==> src/rtl/pe_feeder.sv <==
// pe_feeder: sequences one pe_array output word. Reads K A-words and K
// B-elements from the global buffers, skews A lane k by k cycles to line up
// with the array's internal PE chain, pulses clr at the start and we once the
// last lane's partial sum has settled.
module pe_feeder #(
  parameter int LANES      = 10,
  parameter int DATA_WIDTH = 12,
  parameter int WORD_WIDTH = 128,
  parameter int ADDR_WIDTH = 10,
  parameter int KLEN_WIDTH = 16,
  parameter int WE_DELAY   = 1
) (
  input  logic                  clk_i,
  input  logic                  rst_ni,
  input  logic                  start_i,
  input  logic [KLEN_WIDTH-1:0] k_len_i,
  input  logic [ADDR_WIDTH-1:0] base_addr_i,
  output logic                  busy_o,
  output logic                  done_o,
  output logic                  rd_en_o,
  output logic [ADDR_WIDTH-1:0] rd_addr_o,
  input  logic [WORD_WIDTH-1:0] a_rd_data_i,
  input  logic [DATA_WIDTH-1:0] b_rd_data_i,
  output logic                  clr_o,
  output logic                  we_o,
  output logic [WORD_WIDTH-1:0] srca_word_o,
  output logic [DATA_WIDTH-1:0] srcb_o
);

  localparam int USED_BITS    = LANES * DATA_WIDTH;
  // Cycles between the last read and we: the deepest lane still needs
  // LANES-1 cycles to arrive, plus the PE psum register latency.
  localparam int DRAIN_CYCLES = LANES - 1 + WE_DELAY;
  localparam int DCNT_W       = (DRAIN_CYCLES > 1) ? $clog2(DRAIN_CYCLES) : 1;

  typedef enum logic [2:0] {IDLE, FEED, DRAIN, WRITE, DONE} state_t;

  state_t                state;
  logic [KLEN_WIDTH-1:0] k_len;
  logic [KLEN_WIDTH-1:0] rd_cnt;
  logic [DCNT_W-1:0]     drain_cnt;
  logic                  rvalid;

  logic [DATA_WIDTH-1:0] lane_in  [LANES];
  logic [DATA_WIDTH-1:0] lane_out [LANES];

  // Job sequencer; every control output is registered and set on the
  // transition into the state in which it must be visible.
  always_ff @(posedge clk_i or negedge rst_ni) begin
    if (!rst_ni) begin
      state     <= IDLE;
      k_len     <= '0;
      rd_cnt    <= '0;
      drain_cnt <= '0;
      busy_o    <= 1'b0;
      done_o    <= 1'b0;
      rd_en_o   <= 1'b0;
      rd_addr_o <= '0;
      clr_o     <= 1'b0;
      we_o      <= 1'b0;
    end else begin
      clr_o  <= 1'b0;
      we_o   <= 1'b0;
      done_o <= 1'b0;
      unique case (state)
        IDLE: begin
          if (start_i) begin
            state     <= FEED;
            busy_o    <= 1'b1;
            clr_o     <= 1'b1;
            k_len     <= k_len_i;
            rd_cnt    <= KLEN_WIDTH'(1);
            rd_addr_o <= base_addr_i;
            rd_en_o   <= (k_len_i != '0);
          end
        end
        FEED: begin
          if (k_len == '0) begin
            state  <= DONE;
            done_o <= 1'b1;
          end else if (rd_cnt == k_len) begin
            rd_en_o   <= 1'b0;
            drain_cnt <= '0;
            if (DRAIN_CYCLES == 0) begin
              state <= WRITE;
              we_o  <= 1'b1;
            end else begin
              state <= DRAIN;
            end
          end else begin
            rd_cnt    <= rd_cnt + KLEN_WIDTH'(1);
            rd_addr_o <= rd_addr_o + ADDR_WIDTH'(1);
          end
        end
        DRAIN: begin
          if (drain_cnt == DCNT_W'(DRAIN_CYCLES - 1)) begin
            state <= WRITE;
            we_o  <= 1'b1;
          end else begin
            drain_cnt <= drain_cnt + DCNT_W'(1);
          end
        end
        WRITE: begin
          state  <= DONE;
          done_o <= 1'b1;
        end
        DONE: begin
          state  <= IDLE;
          busy_o <= 1'b0;
        end
        default: state <= IDLE;
      endcase
    end
  end

  // Buffer data is valid exactly one cycle after each read strobe.
  always_ff @(posedge clk_i or negedge rst_ni) begin
    if (!rst_ni) rvalid <= 1'b0;
    else         rvalid <= rd_en_o;
  end

  // Split the returned A word into lanes, forcing zero outside read-valid.
  always_comb begin
    for (int k = 0; k < LANES; k++) begin
      lane_in[k] = rvalid ? a_rd_data_i[k*DATA_WIDTH +: DATA_WIDTH] : '0;
    end
  end

  assign lane_out[0] = lane_in[0];

  for (genvar k = 1; k < LANES; k++) begin : g_skew
    logic [DATA_WIDTH-1:0] sr [k];

    // Lane k passes through a k-deep shift register.
    always_ff @(posedge clk_i or negedge rst_ni) begin
      if (!rst_ni) begin
        for (int j = 0; j < k; j++) sr[j] <= '0;
      end else begin
        sr[0] <= lane_in[k];
        for (int j = 1; j < k; j++) sr[j] <= sr[j-1];
      end
    end

    assign lane_out[k] = sr[k-1];
  end

  // Reassemble the skewed lanes; bits above the used lanes stay zero.
  always_comb begin
    srca_word_o = '0;
    for (int k = 0; k < LANES; k++) begin
      srca_word_o[k*DATA_WIDTH +: DATA_WIDTH] = lane_out[k];
    end
  end

  assign srcb_o = rvalid ? b_rd_data_i : '0;

  if (WORD_WIDTH > USED_BITS) begin : g_unused
    logic unused_hi;
    assign unused_hi = ^a_rd_data_i[WORD_WIDTH-1:USED_BITS];
  end

endmodule

==> config.mk <==
export PLATFORM = sky130hd
export DESIGN_NAME = pe_feeder
export DESIGN_NICKNAME = d
export VERILOG_FILES = /design/src/rtl/pe_feeder.sv
export SDC_FILE = /design/constraint.sdc
export NUM_CORES = 1
export LEC_CHECK = 0
export BUFFER_PORTS_ARGS = -buffer_cell sky130_fd_sc_hd__buf_2
export CAP_MARGIN = 20
export CORE_MARGIN = 1.5
export CORE_UTILIZATION = 55
export CTS_CLUSTER_SIZE = 28
export DETAILED_ROUTE_END_ITERATION = 8
export GPL_ROUTABILITY_DRIVEN = 0
export MAX_ROUTING_LAYER = met4
export PLACE_DENSITY = 0.9
export SKIP_LAST_GASP = 1
export SLEW_MARGIN = 20
export SYNTH_ARGS = -nofsm -noshare
export SYNTH_HDL_FRONTEND = slang
export SYNTH_SLANG_ARGS = --single-unit
==> constraint.sdc <==
create_clock -name clk_i -period 2.2 [get_ports clk_i]
set_clock_uncertainty 0.2 [all_clocks]
set_input_delay 0.33 -clock clk_i [delete_from_list [all_inputs] [get_ports clk_i]]
set_output_delay 0.33 -clock clk_i [all_outputs]
set_load 0.01 [all_outputs]
==> results of run 1 <==
## layer usage
layer | GRT usage, % | vias up
met1 | 27.2 | 5121
met4 | 8.42 | 0
li1 | - | 4383
met3 | 4.36 | 101
met5 | - | -
met2 | 39.9 | 462
## synth_stat cells, types with 4 or more instances
library cell | instances | area [µm²]
or4_1 | 5 | 37.5
clkbuf_1 | 15 | 56.3
xor2_1 | 16 | 140
o22ai_1 | 4 | 25.0
o211ai_1 | 5 | 37.5
a21oi_1 | 5 | 25.0
o311ai_1 | 6 | 52.6
nand3_1 | 14 | 70.1
or3_1 | 4 | 25.0
buf_2 | 7 | 35.0
dfrtp_1 | 595 | 14900
and3_1 | 4 | 25.0
nor3b_1 | 6 | 45.0
buf_1 | 5 | 18.8
nor2_1 | 22 | 82.6
nand2_1 | 74 | 278
inv_1 | 8 | 30.0
nor4_1 | 11 | 68.8
buf_4 | 118 | 886
nand4_1 | 10 | 62.6
ha_1 | 4 | 50.1
o21ai_1 | 11 | 55.1
nor3_1 | 12 | 60.1
o31ai_1 | 6 | 45.0
and2_1 | 138 | 863
buf_6 | 5 | 56.3
## cell type report
type / count / area (µm²) / share of cell area, %
clock inverter: 13 / 135 / 0.585
multi-input combinational: 403 / 2440 / 10.6
inverter: 9 / 33.8 / 0.146
antenna: 3 / 7.51 / 0.0325
sequential: 595 / 14900 / 64.5
timing repair buffer: 486 / 3370 / 14.6
tap: 442 / 553 / 2.39
clock buffer: 83 / 1660 / 7.20
## cell families (layout without fill, tap and decap cells)
family / after synthesis / in the layout / share of synthesized area, %
other: 1 / 11 / 0.0204
and+or+nand+nor: 318 / 318 / 9.69
AOI/OAI and AO/OA: 54 / 54 / 2.15
muxes: 2 / 2 / 0.109
xor gates and xnor gates: 17 / 17 / 0.810
DFF: 595 / 595 / 81.0
adders and majority gates: 4 / 4 / 0.272
buffers and inverters: 159 / 591 / 5.91
## metrics by stage
step	area (µm²)	setup WS, ns	cells	hold WS, ns
global route	23100	0.00424	2031	0.0460
CTS	23100	0.0508	2030	0.00535
floorplan	18400	0.256	1157	-0.166
global placement	19900	0.167	1800	0.0592
finish	23100	0.0636	2034	0.0330
detailed placement	19900	0.0776	1800	0.0612
## flip-flops by register name, indices dropped and copies added (netlist names), 3 cells and up
| register | cells |
|---|---|
| rd_addr_o | 10 |
| drain_cnt | 4 |
| rd_cnt | 16 |
| k_len | 16 |
| state | 3 |
| g_skew.sr | 444 |
| srca_word_o | 96 |
## worst max-delay path, cell delays in order, from the launching register on
cell and delay, ns:
dfrtp_1 0.47, xor2_1 0.19, nor4_2 0.35, and4_1 0.30, buf_12 0.20, nand2_2 0.09, a32o_1 0.22
## worst max path at each step
stage | start | endpoint | slack [ns] | depth (start not counted)
global route | state[1]$_DFFE_PN0P_ | rd_addr_o[5]$_DFFE_PN0P_ | 0.004 | 5
global placement | rd_cnt[13]$_DFFE_PN0P_ | rd_cnt[1]$_DFFE_PN0P_ | 0.17 | 6
floorplan | rd_cnt[9]$_DFFE_PN0P_ | rd_addr_o[5]$_DFFE_PN0P_ | 0.26 | 8
finish | rd_cnt[9]$_DFFE_PN0P_ | rd_addr_o[5]$_DFFE_PN0P_ | 0.06 | 6
CTS | k_len[4]$_DFFE_PN0P_ | rd_cnt[1]$_DFFE_PN0P_ | 0.05 | 6
detailed placement | rd_cnt[3]$_DFFE_PN0P_ | rd_cnt[1]$_DFFE_PN0P_ | 0.08 | 6
## power by group through the flow
stage | Clock (µW) | Sequential (µW) | Combinational [µW]
global route | 9910 | 15700 | 4350
finish | 9210 | 15400 | 3980
global placement | 0 | 15300 | 3420
floorplan | 0 | 15000 | 2720
CTS | 9400 | 15400 | 3900
detailed placement | 0 | 15600 | 3570
## timing repair
action	4_1_cts	5_1_grt
buffers inserted	1	1
gates resized for setup	0	3
cloned	0	0
endpoints found under the hold margin	434	0
setup endpoints to repair	9	8
hold buffers	133	0
==> key figures, run 1 <==
Final layout
  – Commonest non-fill, non-tap cells in the layout: dfrtp_1, buf_2, and2_1
  – Share of layout cells above drive strength 1: 28.4%
  – Area added between synthesis and finish: 25.7%
  – Utilization after layout: 70.6%
  – Number of fill cells in the layout: around 2000
  – Commonest non-fill, non-tap cell in the layout: dfrtp_1
  – Nets: 1723

Hold path
  – Worst min-delay path startpoint: base_addr_i[5]
  – Endpoint of the worst hold path: rd_addr_o[5]$_DFFE_PN0P_
  – Hold-critical path depth: 4
  – Hold/Removal Path Class: input port to register

Detailed routing
  – DR vias/cell: 4.95
  – Routed wl met2: 20200 µm
  – Total wirelength of the detailed-routed design: 37800 µm
  – Routed length on met1: 14200 µm
  – Drt drc: 0
  – Routed via count: slightly above 10000
  – Residual antenna-violating net count after detailed routing: 0
  – Highest metal used: met4
  – Detailed Route Iter0 Violations: 678
  – Wire length on met3: 2350 µm
  – Final routed wire length divided by cell count: between 15 and 20 µm
  – Iteration count of the initial detailed-routing pass: 5

Die
  – Initial Utilization: 56.2%
  – Area of the core: 32700 µm²
  – Number of top-level design ports: approximately 320
  – Die Area: 34500 µm²
  – Width of the chip: between 150 and 200 µm
  – Die boundary height: about 190 µm
  – Cell Rows: 66

Setup path
  – R2r setup slk: 0.06 ns
  – Maximum fanout along the worst path: 28
  – Required arrival time at the worst endpoint: 2.45 ns
  – Worst Setup End Kind: register
  – Kind of critical path: register to register
  – Data arrival time of the worst path: 2.39 ns
  – Beginning of the worst register-to-register path: rd_cnt[9]$_DFFE_PN0P_
  – Worst Reg-to-Reg Cells: 6
  – CP Launch Type: register
  – Critical register-to-register path endpoint: rd_addr_o[5]$_DFFE_PN0P_

Synth
  – Number of synthesized register bits: 595
  – Synthesis warning total: 0
  – Distinct cell type count after synthesis: 53
  – Number of enable flip-flop cells after synthesis: 0
  – Average cell area after synthesis: between 15 and 20 µm²
  – Number of standard cells after synthesis: 1150
  – Sequential-to-total area share from yosys stat: around 80%
  – Post-synthesis async set-or-reset flop share: 100%
  – Summed instance area of the synthesized netlist: 18400 µm²
  – Top FF cell, synth: dfrtp_1

Global route
  – Via count of the first global-routing pass: 11000
  – Number of antenna violations at the first check in global routing: 0
  – Maximum number of pins on one net before global-route repair: 62
  – Total routing usage reported by global routing: 23.1%
  – Global-route wire length before repair: 58800 µm
  – Overall overflow remaining after global route: 0

Pwr
  – Clock Power Share: between 30 and 40%
  – IR drop worst, VDD: 0.795 mV
  – Power density over cell area: roughly 1200 nW/µm²
  – Net switching power: 7540 µW
  – Proportion of power drawn by combinational gates: 13.9%
  – Internal power: 21100 µW
  – Total power: 28600 µW
  – Reported leakage power: 0.0118 µW
  – Share of power burned in registers: 53.9%
  – Share of total power consumed by net switching: 26.3%

Place
  – DP Wirelength: 21800 µm
  – Number of port buffers: 307

STA
  – Time the final worst path needs with I/O delays and setup: 2.14 ns
  – Fin crit share: between 90% and 100%
  – Slew Limit Fails: 0
  – Max Clk Rate: 468 MHz
  – Number of endpoints with negative hold slack in the final report: 0
  – RSZ-0062 raised after global routing: no
  – Number of setup violations in the final report: 0
  – Setup TNS: 0 ns

Clock tree
  – Clk sinks: about 600
  – Clock slew seen by the registers of the worst setup and hold paths: 0.06 ns
  – Clock H-tree levels: 2
  – CTS root buf: clkbuf_16
  – Clock buffers created by TritonCTS: 55
  – Clock latency at the later pin of the worst-skew pair: 0.57 ns
  – Number of buffers on the longest clock path: 3
  – CTS tree: done

Job
  – Max capacitance violation total: 0

Status
  – Status: complete, no violations
Note: power is estimated with default switching activity, not from simulation.
==> inputs of run 2 (changes only) <==
--- a/config.mk
+++ b/config.mk
@@ -7,6 +7,7 @@
 export LEC_CHECK = 0
 export BUFFER_PORTS_ARGS = -buffer_cell sky130_fd_sc_hd__buf_2
 export CAP_MARGIN = 20
+export CORE_ASPECT_RATIO = 2
 export CORE_MARGIN = 1.5
 export CORE_UTILIZATION = 55
 export CTS_CLUSTER_SIZE = 28
==> run 2 against run 1 <==
  * Critical endpoint is now rd_cnt[11]$_DFFE_PN0P_
  * Largest cell class unchanged
  * Highest routed layer unchanged
  * Sequential power about the same
  * Die area increased by 0.19%
  * The run now ends with negative setup slack left
  * Register-to-register slack got worse by 0.08 ns
  * Routed wire length increased by 0.84%
  * Setup slack got worse by 0.079 ns
  * Clock power decreased by 7.7%
  * Non-clock buffer count increased by 2
  * First-iteration DRC count increased by 0.44%
  * Sequential share of layout area increased by 0.47 points
  * Utilization decreased by 1.0 points
==> key figures, run 2 (synthesis results as in run 1) <==
Pwr
  – Reported leakage power: 0.0117 µW (was 0.0118 µW)
  – Power density over cell area: 1220 nW/µm² (was 1240 nW/µm²)
  – IR drop worst, VDD: 0.901 mV (was 0.795 mV)

Die
  – Width of the chip: 132 µm (was 186 µm)
  – Die boundary height: 261 µm (was 186 µm)
  – Area of the core: 32900 µm² (was 32700 µm²)
  – Cell Rows: 94 (was 66)
  – Initial Utilization: 55.8% (was 56.2%)
  – Die Area: 34600 µm² (was 34500 µm²)
  – Number of top-level design ports: 324 (unchanged)

Global route
  – Via count of the first global-routing pass: 11060 (was 11000)
  – Global-route wire length before repair: 58800 µm (about the same)
  – Maximum number of pins on one net before global-route repair: 64 (was 62)
  – Total routing usage reported by global routing: 23.0% (was 23.1%)
  – Number of antenna violations at the first check in global routing: 2 (was 0)
  – Overall overflow remaining after global route: 0 (unchanged)

Final layout
  – Post-route cell area: 22900 µm² (was 23100 µm²)
  – Number of fill cells in the layout: 2031 (was 2014)
  – Number of flip-flops under the largest register name: 444 (unchanged)
  – Nets: 1716 (was 1723)
  – Commonest non-fill, non-tap cells in the layout: dfrtp_1, buf_2, and2_1 (unchanged)
  – Commonest non-fill, non-tap cell in the layout: dfrtp_1 (unchanged)
  – Largest register by flop count: g_skew.sr (unchanged)
  – Share of layout cells above drive strength 1: 29.0% (was 28.4%)
  – Area added between synthesis and finish: 24.8% (was 25.7%)

Setup path
  – Delay of the slowest cell on the worst path: 0.48 ns (was 0.47 ns)
  – Crit-path cells: nand4_1, nor3_2, nand3_1, or4_1, o21ai_1 (was xor2_1, nor4_2, and4_1, buf_12, nand2_2, a32o_1)
  – Required arrival time at the worst endpoint: 2.47 ns (was 2.45 ns)
  – Slowest-stage cell, CP: nor3_2 (was dfrtp_1)
  – CP Launch Type: register (unchanged)
  – Worst Setup End Kind: register (unchanged)
  – Kind of critical path: register to register (unchanged)
  – R2r setup slk: -0.02 ns (was 0.06 ns)
  – Data arrival time of the worst path: 2.49 ns (was 2.39 ns)
  – Maximum fanout along the worst path: 8 (was 28)

Place
  – Instance area after placement: 19900 µm² (about the same)
  – Pre-CTS setup slack: -0.171 ns (was 0.0776 ns)
  – Number of port buffers: 307 (unchanged)
  – DP Wirelength: 22800 µm (was 21800 µm)

Hold path
  – Hold/Removal Path Class: input port to register (unchanged)

Clock tree
  – Clock slew seen by the registers of the worst setup and hold paths: 0.07 ns (was 0.06 ns)
  – CTS tree: done (unchanged)
  – Clock H-tree levels: 2 (unchanged)
  – Clock latency at the later pin of the worst-skew pair: 0.55 ns (was 0.57 ns)
  – CTS root buf: clkbuf_16 (unchanged)
  – Clock buffers created by TritonCTS: 46 (was 55)
  – Number of buffers on the longest clock path: 3 (unchanged)
  – Clk sinks: 595 (unchanged)

STA
  – Final hold slack: 0.0649 ns (was 0.0330 ns)
  – Slack of the critical path: -0.0150 ns (was 0.0636 ns)
  – Number of setup violations in the final report: 2 (was 0)
  – RSZ-0062 raised after global routing: yes (was no)
  – Setup TNS: -0.0235 ns (was 0 ns)
  – Time the final worst path needs with I/O delays and setup: 2.22 ns (was 2.14 ns)
  – Fin crit share: 101% (was 97.1%)
  – Slew Limit Fails: 0 (unchanged)
  – Number of endpoints with negative hold slack in the final report: 0 (unchanged)
  – Max Clk Rate: 451 MHz (was 468 MHz)

Detailed routing
  – Routed via count: 10113 (was 10067)
  – Drt drc: 0 (unchanged)
  – Detailed Route Iter0 Violations: 681 (was 678)
  – Total wirelength of the detailed-routed design: 38100 µm (was 37800 µm)
  – Iteration count of the initial detailed-routing pass: 8 (was 5)
  – Residual antenna-violating net count after detailed routing: 0 (unchanged)
  – Final routed wire length divided by cell count: 18.9 µm (was 18.6 µm)
  – DR vias/cell: 5.01 (was 4.95)

Status
  – Violations in the final reports: negative setup slack
  – Status: complete, but fails checks (was complete, no violations)

Job
  – Max capacitance violation total: 0 (unchanged)
## run 2: changes by cell type in the layout (fill, tap and decap cells not counted), sizes merged
cell / delta
clkinvlp: +3
bufinv: +2
clkbuf: -15
inv: +2
buf: +2
diode: +1
clkinv: -2
## run 2: per-layer routing
metal	vias to the layer above	track usage, %	wire length (µm)
met3	178	3.93	2070
met1	5050	24.4	12900
met2	521	41.2	21000
li1	4364	-	-
met5	-	-	0
met4	0	12.1	2180
## run 2: layout make-up
type                       count  area [µm²]  share of cell area, %
antenna                        4        10.0                 0.0437
clock buffer                  68        1400                   6.08
clock inverter                18         208                  0.906
inverter                       9        33.8                  0.147
multi-input combinational    403        2490                   10.9
sequential                   595       14900                   65.0
tap                          432         541                   2.36
timing repair buffer         488        3350                   14.6
## run 2: final timing paths
check                                                start                          to  depth (start not counted)
max in group asynchronous                           rst_ni  srca_word_o[113]$_DFF_PN0_                          3
min in group asynchronous                           rst_ni  g_skew[8].sr[33]$_DFF_PN0_                          2
worst max register to register       rd_cnt[5]$_DFFE_PN0P_      rd_cnt[11]$_DFFE_PN0P_                          5
worst min register to register  g_skew[5].sr[15]$_DFF_PN0_   srca_word_o[63]$_DFF_PN0_                          0
worst min-delay path                        base_addr_i[5]    rd_addr_o[5]$_DFFE_PN0P_                          4
worst max-delay path                 rd_cnt[5]$_DFFE_PN0P_      rd_cnt[11]$_DFFE_PN0P_                          5
## run 2: report_power, final
group | internal [µW] | switching (µW) | total, µW
clock network | 4800 | 3700 | 8500
logic | 1800 | 2420 | 4220
registers | 14000 | 1340 | 15300
## run 2: repair_timing
action,4_1_cts,5_1_grt
cloned,0,1
endpoints found under the hold margin,698,0
resized for setup,2,14
hold buffers,133,0
setup buffers,0,2
pin swaps,0,3
endpoints found under the setup margin,31,28
## run 2: worst max-delay path, delay by kind of cell (launching register included)
kind	cells	cell delay [ns]
DFF	1	0.46
and+or+nand+nor	4	1.36
AOI/OAI and AO/OA	1	0.11
## run 2: metrics by stage
stage / power, µW / cells / util, %
detailed placement: 19300 / 1791 / 60.4
CTS: 28100 / 2010 / 69.3
finish: 28100 / 2017 / 69.6
floorplan: 17700 / 1157 / -
global placement: 18800 / 1791 / 60.4
global route: 29300 / 2015 / 69.6
